<file path="config.mk">
export PLATFORM = sky130hd
export DESIGN_NAME = div_unit
export DESIGN_NICKNAME = d
export VERILOG_FILES = /design/src/rtl/div_unit_pkg.sv /design/src/rtl/div_unit_dff_set.sv /design/src/rtl/div_unit.sv
export SDC_FILE = /design/constraint.sdc
export NUM_CORES = 1
export LEC_CHECK = 0
export ABC_AREA = 1
export BUFFER_PORTS_ARGS = -buffer_cell sky130_fd_sc_hd__buf_2
export CORE_MARGIN = 5
export CORE_UTILIZATION = 60
export CTS_CLUSTER_DIAMETER = 120
export DETAILED_ROUTE_END_ITERATION = 6
export GPL_TIMING_DRIVEN = 0
export PLACE_DENSITY = 0.78
export SYNTH_ARGS = -nofsm -noshare
export SYNTH_HDL_FRONTEND = slang
export SYNTH_SLANG_ARGS = --single-unit
</file>
<file path="constraint.sdc">
create_clock -name clk -period 12.5 [get_ports clk]
set_input_delay 0 -clock clk [delete_from_list [all_inputs] [get_ports clk]]
set_output_delay 0 -clock clk [all_outputs]
set_load 0.05 [all_outputs]
</file>
<file path="src/rtl/div_unit_pkg.sv">
// Shared definitions for the divider: operation codes, FSM state encoding and
// small op-decoding helpers used by the datapath.
package div_unit_pkg;

    localparam logic [1:0] OP_DIV  = 2'b00;
    localparam logic [1:0] OP_DIVU = 2'b01;
    localparam logic [1:0] OP_REM  = 2'b10;
    localparam logic [1:0] OP_REMU = 2'b11;

    typedef enum logic [1:0] {
        ST_IDLE = 2'b00,
        ST_CALC = 2'b01,
        ST_DONE = 2'b10
    } div_state_e;

    function automatic logic op_is_signed(input logic [1:0] op);
        return (op == OP_DIV) || (op == OP_REM);
    endfunction

    function automatic logic op_is_rem(input logic [1:0] op);
        return (op == OP_REM) || (op == OP_REMU);
    endfunction

endpackage

</file>
<file path="src/rtl/div_unit_dff_set.sv">
// Plain register cell: loads set_data while rst is low, otherwise captures din
// when en is high and holds its value otherwise.
module div_unit_dff_set #(
    parameter int DW = 32
) (
    input  logic          clk,
    input  logic          rst,
    input  logic          en,
    input  logic [DW-1:0] set_data,
    input  logic [DW-1:0] din,
    output logic [DW-1:0] qout
);

    always_ff @(posedge clk) begin
        if (!rst) begin
            qout <= set_data;
        end else if (en) begin
            qout <= din;
        end
    end

endmodule

</file>
<file path="src/rtl/div_unit.sv">
// Multi-cycle restoring divider (DIV/DIVU/REM/REMU). Operates on magnitudes,
// one shift-subtract step per cycle, then applies the sign fixup on completion.
module div_unit
    import div_unit_pkg::*;
#(
    parameter int WIDTH = 32
) (
    input  logic             clk,
    input  logic             rst,
    input  logic [WIDTH-1:0] dividend_i,
    input  logic [WIDTH-1:0] divisor_i,
    input  logic [1:0]       op_i,
    input  logic             start_i,
    input  logic [4:0]       rd_addr_i,
    input  logic             flush_i,
    output logic [WIDTH-1:0] result_o,
    output logic             ready_o,
    output logic             busy_o,
    output logic [4:0]       rd_addr_o,
    output logic             reg_wen_o
);

    localparam int CW = $clog2(WIDTH + 1);
    localparam logic [WIDTH-1:0] MIN_NEG = {1'b1, {(WIDTH-1){1'b0}}};

    div_state_e       state_reg;
    logic [CW-1:0]    cnt_reg;
    logic [1:0]       op_reg;
    logic [4:0]       rd_reg;
    logic [WIDTH-1:0] quo_reg;
    logic [WIDTH-1:0] rem_reg;
    logic [WIDTH-1:0] dsr_reg;
    logic             neg_q_reg;
    logic             neg_r_reg;
    logic             ready_reg;

    logic             accept;
    logic             in_signed;
    logic             div_zero;
    logic             overflow;
    logic             special;
    logic             finishing;
    logic             result_wen;
    logic [WIDTH-1:0] dividend_abs;
    logic [WIDTH-1:0] divisor_abs;
    logic [WIDTH-1:0] special_res;
    logic [WIDTH-1:0] quo_step;
    logic [WIDTH-1:0] rem_step;
    logic [WIDTH-1:0] final_res;
    logic [WIDTH-1:0] result_next;
    logic [4:0]       rd_next;
    logic [WIDTH:0]   rem_shift;
    logic [WIDTH:0]   rem_diff;

    assign accept       = (state_reg == ST_IDLE) && start_i && !flush_i;
    assign in_signed    = op_is_signed(op_i);
    assign dividend_abs = (in_signed && dividend_i[WIDTH-1]) ? -dividend_i : dividend_i;
    assign divisor_abs  = (in_signed && divisor_i[WIDTH-1])  ? -divisor_i  : divisor_i;

    // Divide-by-zero and signed overflow bypass the iteration entirely.
    assign div_zero = (divisor_i == '0);
    assign overflow = in_signed && (dividend_i == MIN_NEG) && (divisor_i == '1);
    assign special  = div_zero || overflow;

    always_comb begin
        special_res = '0;
        if (div_zero) begin
            special_res = op_is_rem(op_i) ? dividend_i : '1;
        end else begin
            special_res = op_is_rem(op_i) ? '0 : MIN_NEG;
        end
    end

    // Remainder is always below the divisor, so WIDTH+1 bits hold the shifted
    // partial remainder and the borrow lands in the top bit.
    assign rem_shift = {rem_reg, quo_reg[WIDTH-1]};
    assign rem_diff  = rem_shift - {1'b0, dsr_reg};
    assign quo_step  = {quo_reg[WIDTH-2:0], ~rem_diff[WIDTH]};
    assign rem_step  = rem_diff[WIDTH] ? rem_shift[WIDTH-1:0] : rem_diff[WIDTH-1:0];

    assign final_res = op_is_rem(op_reg) ? (neg_r_reg ? -rem_step : rem_step)
                                         : (neg_q_reg ? -quo_step : quo_step);

    assign finishing   = (state_reg == ST_CALC) && !flush_i && (cnt_reg == CW'(WIDTH - 1));
    assign result_wen  = (accept && special) || finishing;
    assign result_next = accept ? special_res : final_res;
    assign rd_next     = accept ? rd_addr_i : rd_reg;

    always_ff @(posedge clk) begin
        if (!rst) begin
            state_reg <= ST_IDLE;
            cnt_reg   <= '0;
            op_reg    <= '0;
            rd_reg    <= '0;
            quo_reg   <= '0;
            rem_reg   <= '0;
            dsr_reg   <= '0;
            neg_q_reg <= 1'b0;
            neg_r_reg <= 1'b0;
            ready_reg <= 1'b0;
        end else begin
            case (state_reg)
                ST_IDLE: begin
                    ready_reg <= 1'b0;
                    if (accept) begin
                        op_reg    <= op_i;
                        rd_reg    <= rd_addr_i;
                        quo_reg   <= dividend_abs;
                        dsr_reg   <= divisor_abs;
                        rem_reg   <= '0;
                        cnt_reg   <= '0;
                        neg_q_reg <= in_signed && (dividend_i[WIDTH-1] ^ divisor_i[WIDTH-1]);
                        neg_r_reg <= in_signed && dividend_i[WIDTH-1];
                        if (special) begin
                            state_reg <= ST_DONE;
                            ready_reg <= 1'b1;
                        end else begin
                            state_reg <= ST_CALC;
                        end
                    end
                end
                ST_CALC: begin
                    if (flush_i) begin
                        state_reg <= ST_IDLE;
                    end else begin
                        quo_reg <= quo_step;
                        rem_reg <= rem_step;
                        cnt_reg <= cnt_reg + 1'b1;
                        if (finishing) begin
                            state_reg <= ST_DONE;
                            ready_reg <= 1'b1;
                        end
                    end
                end
                ST_DONE: begin
                    state_reg <= ST_IDLE;
                    ready_reg <= 1'b0;
                end
                default: begin
                    state_reg <= ST_IDLE;
                    ready_reg <= 1'b0;
                end
            endcase
        end
    end

    div_unit_dff_set #(.DW(WIDTH)) u_result_reg (
        .clk      (clk),
        .rst      (rst),
        .en       (result_wen),
        .set_data ('0),
        .din      (result_next),
        .qout     (result_o)
    );

    div_unit_dff_set #(.DW(5)) u_rd_reg (
        .clk      (clk),
        .rst      (rst),
        .en       (result_wen),
        .set_data (5'd0),
        .din      (rd_next),
        .qout     (rd_addr_o)
    );

    // A flush arriving while the strobe is up still cancels the write-back.
    assign ready_o   = ready_reg && !flush_i;
    assign reg_wen_o = ready_reg && !flush_i;
    assign busy_o    = (state_reg == ST_CALC);

endmodule
</file>
==> run_results.csv <==
group,metric,value,unit
worst_hold_path,whs_endpoint,"quo_reg[24]$_SDFFE_PN0P_",
pwr,pwr-share-comb,28.3,%
clock_tree,htree_num_levels,4,
grt,antenna_found_initial,0,
clock_tree,cts_buffers,17,
worst_hold_path,hp-start,"dividend_i[24]",
sta,setup_tns,0,ns
routing,drt_wl_total,48.9,mm
worst_setup_path,ff2ff_setup_slack,7.31,ns
grt,grt_overflow,0,
pwr,power_density,97.8,nW/um^2
sta,hold_viol,0,
clock_tree,cts.clk_slew.worst_paths,0.09,ns
floorplanning,start_util,60.3,%
worst_setup_path,crit_buf_inv,7,
worst_setup_path,cpMaxStageDelayCell,"dfxtp_1",
floorplanning,core-area,21600,um^2
routing,first_pass_iters,6,
sta,post-route-min-period,5.19,ns
floorplanning,chipWidth,157,um
routing,drc,0,
sta,slew_headroom,40.1,%
sta,finClkSkew,0.0200,ns
clock_tree,clockRootBuffer,"clkbuf_16",
grt,track_usage,38.3,%
pwr,ir_worst_vdd,89.7,uV
place,hpwlAfterDp,38.1,mm
clock_tree,clkSinkCount,150,
routing,vias_per_cell,5.84,
yosys,netlist_area,13000,um^2
pwr,intPower,899,uW
yosys,synth_cells,2281,
routing,initialDrtViolationCount,2088,
sta,rsz0062_at_grt,"no",
worst_hold_path,hp-class,"in2reg",
yosys,synth_top_family_by_area,"simple AND/OR/NAND/NOR gates",
cells_and_area,area_delta_synth_final,15.3,%
worst_setup_path,crit_path_frequent_cell,"nand2_1",
worst_hold_path,min_delay_path_depth,5,
worst_setup_path,worst-setup-path-type,"reg2reg",
pwr,switchingPower,569,uW
yosys,synth_ff_type,"dfxtp_1",
worst_setup_path,r2r_cells,36,
place,port_buffers,114,
cells_and_area,final_area,15000,um^2
cells_and_area,nets,2574,
run,cap_violations,0,
worst_setup_path,reg2reg_to,"u_result_reg.qout[30]$_SDFFE_PN0P_",
sta,setup_viol,0,
yosys,synth_mux_area_share,0.384,%
yosys,synth_seq_cells,150,
yosys,mappedNetlistNets,2395,
floorplanning,num_rows,54,
worst_setup_path,timing.critical_path.max_delay_family,"simple AND/OR/NAND/NOR gates",
place,place_area,14000,um^2
worst_setup_path,arrival,5.55,ns
worst_setup_path,critPathLaunchType,"flop",
worst_setup_path,slowest_delay,0.45,ns
place,gp_congestion,1.02,
clock_tree,postCtsSetupBuffers,0,
place,dp.cells,2675,
sta,fin_crit_sh,41.5,%
floorplanning,die_area,24800,um^2
yosys,syn_area_per_cell,5.71,um^2
status,status,"finished, final reports clean",
worst_setup_path,cp_max_fo,10,
cells_and_area,drive_gt1_share,8.90,%
clock_tree,clk_latency,0.45,ns
cells_and_area,stdcell_count,2754,
pwr,swShare,38.8,%
worst_setup_path,r2r_start,"quo_reg[31]$_SDFFE_PN0P_",
routing,detail-route-antenna-nets,0,
floorplanning,fp.dieH,157,um
pwr,p_clk_share,36.5,%
routing,num_vias,16100,
grt,grt_start_max_net_pins,19,
yosys,synth_compound_area_share,17.7,%
grt,grt_pass1_wl,75.0,mm
yosys,ys_async_sr_fraction,0,%
yosys,synth_fa_ha_area_share,3.80,%
yosys,yosys.area_share.simple,39.0,%
yosys,yosys_warnings,0,
worst_setup_path,required,12.86,ns
pwr,total_power,1470,uW
yosys,synth_cell_type_count,54,
pwr,p_leak,0.00766,uW
pwr,seqPwrFrac,35.2,%
place,dp_slack,7.60,ns
yosys,ys_seq_area_share,23.0,%
clock_tree,cts_tree,"yes",
sta,max_freq,0.193,GHz
routing,wl_per_cell,17.8,um
floorplanning,io_pins,115,
clock_tree,clock_path_buffers,2,
sta,setup_slack,7.31,ns
sta,worst_pin_slew,0.895,ns
sta,slew_violations,0,
yosys,synth-xor-area-share,4.37,%
yosys,synth_edf_count,0,
worst_setup_path,worstSetupEndpointType,"flop",
grt,grt_pass1_vias,14400,
## how the worst max path moves through the flow
stage	start	endpoint	cells after the start	slack [ns]
2_1_floorplan	quo_reg[31]$_SDFFE_PN0P_	u_result_reg.qout[30]$_SDFFE_PN0P_	36	8.35
3_3_place_gp	quo_reg[31]$_SDFFE_PN0P_	u_result_reg.qout[30]$_SDFFE_PN0P_	36	7.61
3_5_place_dp	quo_reg[31]$_SDFFE_PN0P_	u_result_reg.qout[30]$_SDFFE_PN0P_	36	7.60
4_1_cts	quo_reg[31]$_SDFFE_PN0P_	u_result_reg.qout[30]$_SDFFE_PN0P_	36	7.52
5_1_grt	dsr_reg[27]$_SDFFE_PN0P_	u_result_reg.qout[30]$_SDFFE_PN0P_	31	6.84
6_report	quo_reg[31]$_SDFFE_PN0P_	u_result_reg.qout[30]$_SDFFE_PN0P_	36	7.31
## layout by cell type (no fill, tap or decap), types with 17 or more instances in the layout
| cell type | n |
|---|---|
| a21oi_1 | 197 |
| buf_2 | 122 |
| clkbuf_1 | 66 |
| clkbuf_16 | 17 |
| dfxtp_1 | 150 |
| dlygate4sd3_1 | 46 |
| ha_1 | 38 |
| inv_1 | 299 |
| nand2_1 | 692 |
| nand2_2 | 19 |
| nand3_1 | 136 |
| nand4_1 | 27 |
| nor2_1 | 220 |
| nor3_1 | 40 |
| o21ai_0 | 177 |
| xnor2_1 | 17 |
| xor2_1 | 48 |
## layer usage
metal / vias to the layer above / GRT usage (%) / routed length, um
li1: 7712 / - / -
met1: 7273 / 53.7 / 20200
met2: 985 / 58.5 / 21100
met3: 118 / 8.99 / 6340
met4: 0 / 12.0 / 1360
met5: - / 0 / 0
## cell families (layout without fill, tap and decap cells)
group	Yosys count	after routing
adders and majority gates	39	39
and+or+nand+nor	1199	1199
buffers and inverters	390	582
AOI/OAI and AO/OA	433	433
xor gates and xnor gates	65	65
muxes	5	5
other	0	1
DFF	150	150
## metrics by stage
step / utilization (%) / hold slack (ns)
final: 69.5 / 0.00579
after CTS: 69.5 / 0.00275
after floorplan: - / 0.118
after global placement: 64.5 / 0.253
after detailed placement: 64.5 / 0.262
after global routing: 69.5 / 0.0201
## cell usage after synthesis, drive strengths merged (3+ instances only)
cell / number / area [um^2]
o22ai: 4 / 25.0
a31oi: 4 / 25.0
or2: 12 / 75.1
xnor2: 17 / 149
nand3b: 11 / 82.6
ha: 38 / 475
nand4: 27 / 169
nand2: 714 / 2750
inv: 301 / 1130
nor3: 44 / 246
clkbuf: 66 / 248
a21oi: 199 / 1000
xor2: 48 / 420
o21ai: 190 / 958
o21bai: 4 / 30.0
and2: 5 / 31.3
dfxtp: 150 / 3000
nor2: 230 / 893
a211oi: 4 / 30.0
nand3: 139 / 718
mux2i: 5 / 50.1
o211ai: 7 / 52.6
buf: 20 / 145
nor4: 13 / 81.3
clkinv: 3 / 11.3
o221ai: 9 / 78.8
## area by class of cell
type / count / area (um^2)
antenna: 1 / 2.50
multi-input combinational: 1741 / 8490
buffer: 86 / 393
tap: 280 / 350
timing repair buffer: 160 / 1030
inverter: 304 / 1140
clock buffer: 17 / 425
fill: 2046 / 6600
sequential: 150 / 3000
clock inverter: 15 / 180
## what timing repair did
| item | CTS | global route |
|---|---|---|
| endpoints found under the setup margin | 0 | 0 |
| hold buffers | 46 | 0 |
| gates resized for setup | 0 | 0 |
| hold endpoints to repair | 52 | 0 |
## power by group through the flow
stage          Clock, uW  Combinational (uW)  Sequential (uW)
5_1_grt              553                 450              519
3_3_place_gp           0                 379              526
4_1_cts              531                 397              516
6_report             536                 415              517
2_1_floorplan          0                 266              520
3_5_place_dp           0                 383              527
## tightest hold or removal path, delay by kind of cell
kind	cells	cell delay (ns)
AND/OR/NAND/NOR	1	0.05
AO/OA/AOI/OAI	2	0.18
buffers and inverters	1	0.12
XOR/XNOR	1	0.07
No activity file was read; power rests on OpenSTA's default activity.
